File: src/rtl/ext_pipe.sv
// Pipelined immediate extender. A 2-entry FIFO of {ext, tag} uses a valid/ready handshake
// on both sides. All outputs come from registers, so no path runs from the inputs to ext.
module ext_pipe #(
    parameter int IMM_W = 16,
    parameter int OUT_W = 32,
    parameter int SHIFT = 2,
    parameter int TAG_W = 5
) (
    input  logic             clk,
    input  logic             reset,
    input  logic             in_valid,
    output logic             in_ready,
    input  logic [IMM_W-1:0] imm,
    input  logic [1:0]       EOp,
    input  logic [TAG_W-1:0] in_tag,
    output logic             out_valid,
    input  logic             out_ready,
    output logic [OUT_W-1:0] ext,
    output logic [TAG_W-1:0] out_tag
);

    function automatic logic [OUT_W-1:0] f_extend(input logic [IMM_W-1:0] imm_v,
                                                  input logic [1:0]       mode_v);
        logic [OUT_W-1:0] sext_v;
        sext_v = {{(OUT_W-IMM_W){imm_v[IMM_W-1]}}, imm_v};
        case (mode_v)
            2'b00:   f_extend = {{(OUT_W-IMM_W){1'b0}}, imm_v};
            2'b01:   f_extend = sext_v;
            2'b10:   f_extend = {imm_v, {(OUT_W-IMM_W){1'b0}}};
            2'b11:   f_extend = sext_v << SHIFT;
            default: f_extend = {OUT_W{1'b0}};
        endcase
    endfunction

    logic [OUT_W-1:0] r_ext_mem [2];
    logic [TAG_W-1:0] r_tag_mem [2];
    logic [1:0]       r_count;
    logic             r_wr_ptr;
    logic             r_rd_ptr;
    logic             r_in_ready;
    logic             r_out_valid;
    logic [OUT_W-1:0] r_ext;
    logic [TAG_W-1:0] r_out_tag;

    logic             w_push;
    logic             w_pop;
    logic [OUT_W-1:0] w_ext_new;
    logic [OUT_W-1:0] w_ext_mem_nxt [2];
    logic [TAG_W-1:0] w_tag_mem_nxt [2];
    logic [1:0]       w_count_nxt;
    logic             w_wr_ptr_nxt;
    logic             w_rd_ptr_nxt;
    logic [OUT_W-1:0] w_ext_nxt;
    logic [TAG_W-1:0] w_out_tag_nxt;

    assign in_ready  = r_in_ready;
    assign out_valid = r_out_valid;
    assign ext       = r_ext;
    assign out_tag   = r_out_tag;

    // Next-state of the FIFO; the output registers load the head the FIFO will have after this edge.
    always_comb begin
        w_push        = in_valid && r_in_ready;
        w_pop         = r_out_valid && out_ready;
        w_ext_new     = f_extend(imm, EOp);
        w_ext_mem_nxt = r_ext_mem;
        w_tag_mem_nxt = r_tag_mem;
        w_wr_ptr_nxt  = r_wr_ptr;
        w_rd_ptr_nxt  = r_rd_ptr;
        w_count_nxt   = r_count;
        w_ext_nxt     = r_ext;
        w_out_tag_nxt = r_out_tag;
        if (w_push) begin
            w_ext_mem_nxt[r_wr_ptr] = w_ext_new;
            w_tag_mem_nxt[r_wr_ptr] = in_tag;
            w_wr_ptr_nxt            = ~r_wr_ptr;
        end else begin
            w_wr_ptr_nxt = r_wr_ptr;
        end
        if (w_pop) begin
            w_rd_ptr_nxt = ~r_rd_ptr;
        end else begin
            w_rd_ptr_nxt = r_rd_ptr;
        end
        case ({w_push, w_pop})
            2'b10:   w_count_nxt = r_count + 2'd1;
            2'b01:   w_count_nxt = r_count - 2'd1;
            default: w_count_nxt = r_count;
        endcase
        // An empty FIFO keeps showing the last head rather than a stale slot.
        if (w_count_nxt != 2'd0) begin
            w_ext_nxt     = w_ext_mem_nxt[w_rd_ptr_nxt];
            w_out_tag_nxt = w_tag_mem_nxt[w_rd_ptr_nxt];
        end else begin
            w_ext_nxt     = r_ext;
            w_out_tag_nxt = r_out_tag;
        end
    end

    // FIFO state and registered outputs.
    always_ff @(posedge clk or negedge reset) begin
        if (!reset) begin
            r_ext_mem[0] <= {OUT_W{1'b0}};
            r_ext_mem[1] <= {OUT_W{1'b0}};
            r_tag_mem[0] <= {TAG_W{1'b0}};
            r_tag_mem[1] <= {TAG_W{1'b0}};
            r_count      <= 2'd0;
            r_wr_ptr     <= 1'b0;
            r_rd_ptr     <= 1'b0;
            r_in_ready   <= 1'b1;
            r_out_valid  <= 1'b0;
            r_ext        <= {OUT_W{1'b0}};
            r_out_tag    <= {TAG_W{1'b0}};
        end else begin
            r_ext_mem    <= w_ext_mem_nxt;
            r_tag_mem    <= w_tag_mem_nxt;
            r_count      <= w_count_nxt;
            r_wr_ptr     <= w_wr_ptr_nxt;
            r_rd_ptr     <= w_rd_ptr_nxt;
            r_in_ready   <= (w_count_nxt != 2'd2);
            r_out_valid  <= (w_count_nxt != 2'd0);
            r_ext        <= w_ext_nxt;
            r_out_tag    <= w_out_tag_nxt;
        end
    end

endmodule

File: config.mk
export PLATFORM = sky130hd
export DESIGN_NAME = ext_pipe
export DESIGN_NICKNAME = d
export VERILOG_FILES = /design/src/rtl/ext_pipe.sv
export SDC_FILE = /design/constraint.sdc
export NUM_CORES = 1
export LEC_CHECK = 0
export ABC_CLOCK_PERIOD_IN_PS = 2910
export BUFFER_PORTS_ARGS = -buffer_cell sky130_fd_sc_hd__buf_2
export CORE_MARGIN = 2
export CORE_UTILIZATION = 50
export CTS_BUF_LIST = sky130_fd_sc_hd__clkbuf_16
export DETAILED_ROUTE_END_ITERATION = 8
export GPL_TIMING_DRIVEN = 0
export PLACE_DENSITY = 0.7
export SLEW_MARGIN = 20
export SYNTH_ARGS = -nofsm -noshare
export SYNTH_HDL_FRONTEND = slang
export SYNTH_SLANG_ARGS = --single-unit
export TNS_END_PERCENT = 30
File: constraint.sdc
create_clock -name clk -period 2.91 [get_ports clk]
set_clock_uncertainty 0.1 [all_clocks]
set_input_delay 0.291 -clock clk [delete_from_list [all_inputs] [get_ports clk]]
set_output_delay 0.291 -clock clk [all_outputs]
set_load 0.01 [all_outputs]
==> impl_metrics.json <==
{
  "slew_headroom_pct": 60.6,
  "yosysWarnings": 0,
  "avgSynthCellArea_sq_um": 9.79,
  "clockRootBuffer": "clkbuf_16",
  "maxCapViolCount": 0,
  "grt_max_degree": 85,
  "async_flop_share_pct": 100,
  "worstPathArrival_ps": 2850,
  "fin_crit_ps": 2680,
  "intPower_mw": 5.10,
  "postCtsHoldBufs": 1,
  "synth_top_area_share_pct": 54.4,
  "ys_ff_latch": 117,
  "worst_pin_slew_ps": 592,
  "synth_area_leaders": "dfrtp_1 54%, nand2_1 6.4%, a21oi_2 4.9%",
  "fp.coreArea_sq_um": 10300,
  "clk_pin_slew_ps": 50,
  "port_buffers": 65,
  "setup_viol": 0,
  "detail_route.wl_per_cell_um": 17.5,
  "drt_iter0_drc": 289,
  "tns_ps": 0,
  "die_x_um": 107,
  "grt_pass1_vias": 4454,
  "final_cell_area_sq_um": 6450,
  "timing.critical_path.mode_cell": "inv_2",
  "synth_area_sq_um": 5340,
  "hold_class": "input pin to flop",
  "dr.pass1.iters": 5,
  "area_growth_pct": 20.8,
  "synth_largest_area_cell": "dfrtp_1",
  "totalWireLength_um": 13700,
  "power_mw": 8.31,
  "ioPinCount": 66,
  "n_antenna_cell": 0,
  "fin_nets": 659,
  "cts_resized": 0,
  "status": "finished clean",
  "finalWeightedCongestion": 0.900,
  "p_seq_share_pct": 33.8,
  "ys_seq_area_share_pct": 54.9,
  "holdWs_ps": 20.4,
  "dieArea_sq_um": 11500,
  "cp_slowest_cell": "dfstp_2",
  "synthFlopType": "dfrtp_1",
  "final_max_slew_viol_count": 0,
  "rsz0062_at_grt": "no",
  "die_h_um": 107,
  "power_density_nw_per_um2": 1290,
  "dp_hpwl_um": 9190,
  "power_switching_mw": 3.20,
  "route.detailed.drc": 0,
  "dpl_cell_area_sq_um": 5870,
  "post-route-period-util_pct": 92.0,
  "yosysUniqueCellTypes": 35,
  "fmax_ghz": 0.374,
  "cts_setup_buffers": 0,
  "power.leakage_nw": 2.94,
  "numCtsBuffers": 17,
  "worstSkewPairLatency_ps": 400,
  "final_layout_size_suffix_gt1_share_pct": 25.2,
  "clock_path_buffers": 2,
  "grt_usage_pct": 24.8,
  "cp-start-kind": "flop",
  "hold_viol_final": 0,
  "start_util_pct": 51.7,
  "combPwrFrac_pct": 41.9,
  "vdd_drop_max_mv": 0.632,
  "cts.sinks": 117,
  "crit_path_max_fanout": 10,
  "row_count": 37,
  "syn_inst": 545,
  "vias": 4346,
  "p_clk_share_pct": 24.4,
  "grt_antenna_before_repair": 0,
  "criticalPathCategory": "flop to flop",
  "grt_pass1_wl_um": 22000,
  "endpoint_kind": "flop",
  "vias_per_cell": 5.57,
  "switching_share_pct": 38.6,
  "slowest_delay_ps": 590,
  "path_cells": "and2_1, buf_2, inv_2, ha_1, nand2b_1, o22ai_1, buf_4, inv_2, clkbuf_1, nor2_1, a31oi_1",
  "grt-ovfl-total": 0,
  "required_ps": 3080,
  "cts_tree": "yes",
  "final_core_util_pct": 62.5,
  "syn-num-nets": 573,
  "detail-route-antenna-nets": 0,
  "h-tree-depth": 4,
  "synth_edf_count": 0
}
Yosys cell counts (5+ instances only):
cell type and n:
o221ai_1 14, nand2b_1 5, clkbuf_1 10, a21oi_2 30, a21oi_1 41, nand2_1 91, buf_4 8, nor3_1 14
dfrtp_1 116, nor2b_1 14, o21ai_1 28, mux2i_1 24, nor2_1 43, o21ai_0 30, buf_2 20, a31oi_1 28
placed cells by master (no fill, tap or decap), types with 2 or more instances in the layout:
cell type and instances:
clkbuf_16 17, buf_4 8, inv_1 4, xor2_1 2
buf_6 4, and2_1 3, buf_2 84, a21oi_2 30
inv_2 3, a21oi_1 41, nand2_1 91, bufinv_16 3
nor2b_1 14, a211oi_1 2, o21ai_1 28, nor2_1 43
mux2i_1 24, o21ai_0 30, xnor2_1 2, dfrtp_1 116
a21o_1 2, clkinv_2 7, nor3_1 14, clkbuf_1 10
a31oi_1 28, nand2b_1 5, o221ai_1 14
metrics by stage:
stage / setup slack (ps) / instances
3_3_place_gp: 83.6 / 746
3_5_place_dp: 256 / 747
5_1_grt: 46.8 / 780
4_1_cts: 242 / 780
2_1_floorplan: 723 / 545
6_report: 233 / 780
layout make-up:
type / instances / area (sq um)
Buffer: 42 / 251
Clock buffer: 17 / 425
Clock inverter: 15 / 148
Fill cell: 863 / 3870
Inverter: 4 / 15.0
Multi-Input combinational cell: 382 / 2140
Sequential cell: 117 / 2930
Tap cell: 136 / 170
Timing Repair Buffer: 67 / 369
per-layer routing:
layer  vias to the layer above  track usage [%]  part of all wire (%)
li1                       2066                -                     -
met1                      2127             31.1                    42
met2                       139             43.5                    52
met4                         0             7.70                   1.0
met5                         -                0                     0
met3                        14             4.84                   4.7
power groups by stage:
stage | logic (mW) | clock network (mW) | registers [mW]
finish | 3.48 | 2.02 | 2.80
global route | 3.83 | 2.13 | 2.88
CTS | 3.49 | 2.04 | 2.80
detailed placement | 3.43 | 0 | 2.81
global placement | 3.34 | 0 | 2.77
floorplan | 2.31 | 0 | 2.88
path summary, 6_finish.rpt:
path,end,start,depth (start not counted),slack (ps)
min in group asynchronous,r_tag_mem[4]$_DFF_PN0_,reset,2,250
hold reg to reg,r_tag_mem[3]$_DFF_PN0_,r_tag_mem[3]$_DFF_PN0_,2,370
setup / recovery,ext[12]$_DFFE_PN0P_,in_ready$_DFF_PN1_,11,230
max in group asynchronous,r_ext_mem[27]$_DFF_PN0_,reset,3,1770
setup reg to reg,ext[12]$_DFFE_PN0P_,in_ready$_DFF_PN1_,11,230
hold / removal,r_tag_mem[6]$_DFF_PN0_,in_tag[1],3,20
worst max-delay path, delay by kind of cell (launching register included):
family	cells	cell delay [ps]
AOI/OAI and AO/OA	2	300
buffers and inverters	5	780
DFF	1	590
adders and majority gates	1	310
and+or+nand+nor	3	470
cell families (layout without fill, tap and decap cells):
group | Yosys count | count (layout) | synth area share [%]
multiplexers | 24 | 24 | 4.50
buffers and inverters | 46 | 145 | 4.99
AND/OR/NAND/NOR | 177 | 177 | 14.3
flip-flops | 117 | 117 | 54.9
adder cells (fa/ha/maj) | 1 | 1 | 0.234
AO/OA/AOI/OAI | 176 | 176 | 20.5
XOR/XNOR | 4 | 4 | 0.656
flip-flops by register name (all words and copies together), names as in the netlist:
| register | flops |
|---|---|
| r_wr_ptr | 1 |
| r_ext_mem | 64 |
| ext | 32 |
| out_tag | 5 |
| r_rd_ptr | 1 |
| r_tag_mem | 10 |
| r_count | 2 |
| out_valid | 1 |
| in_ready | 1 |
No activity file was read; power rests on OpenSTA's default activity.
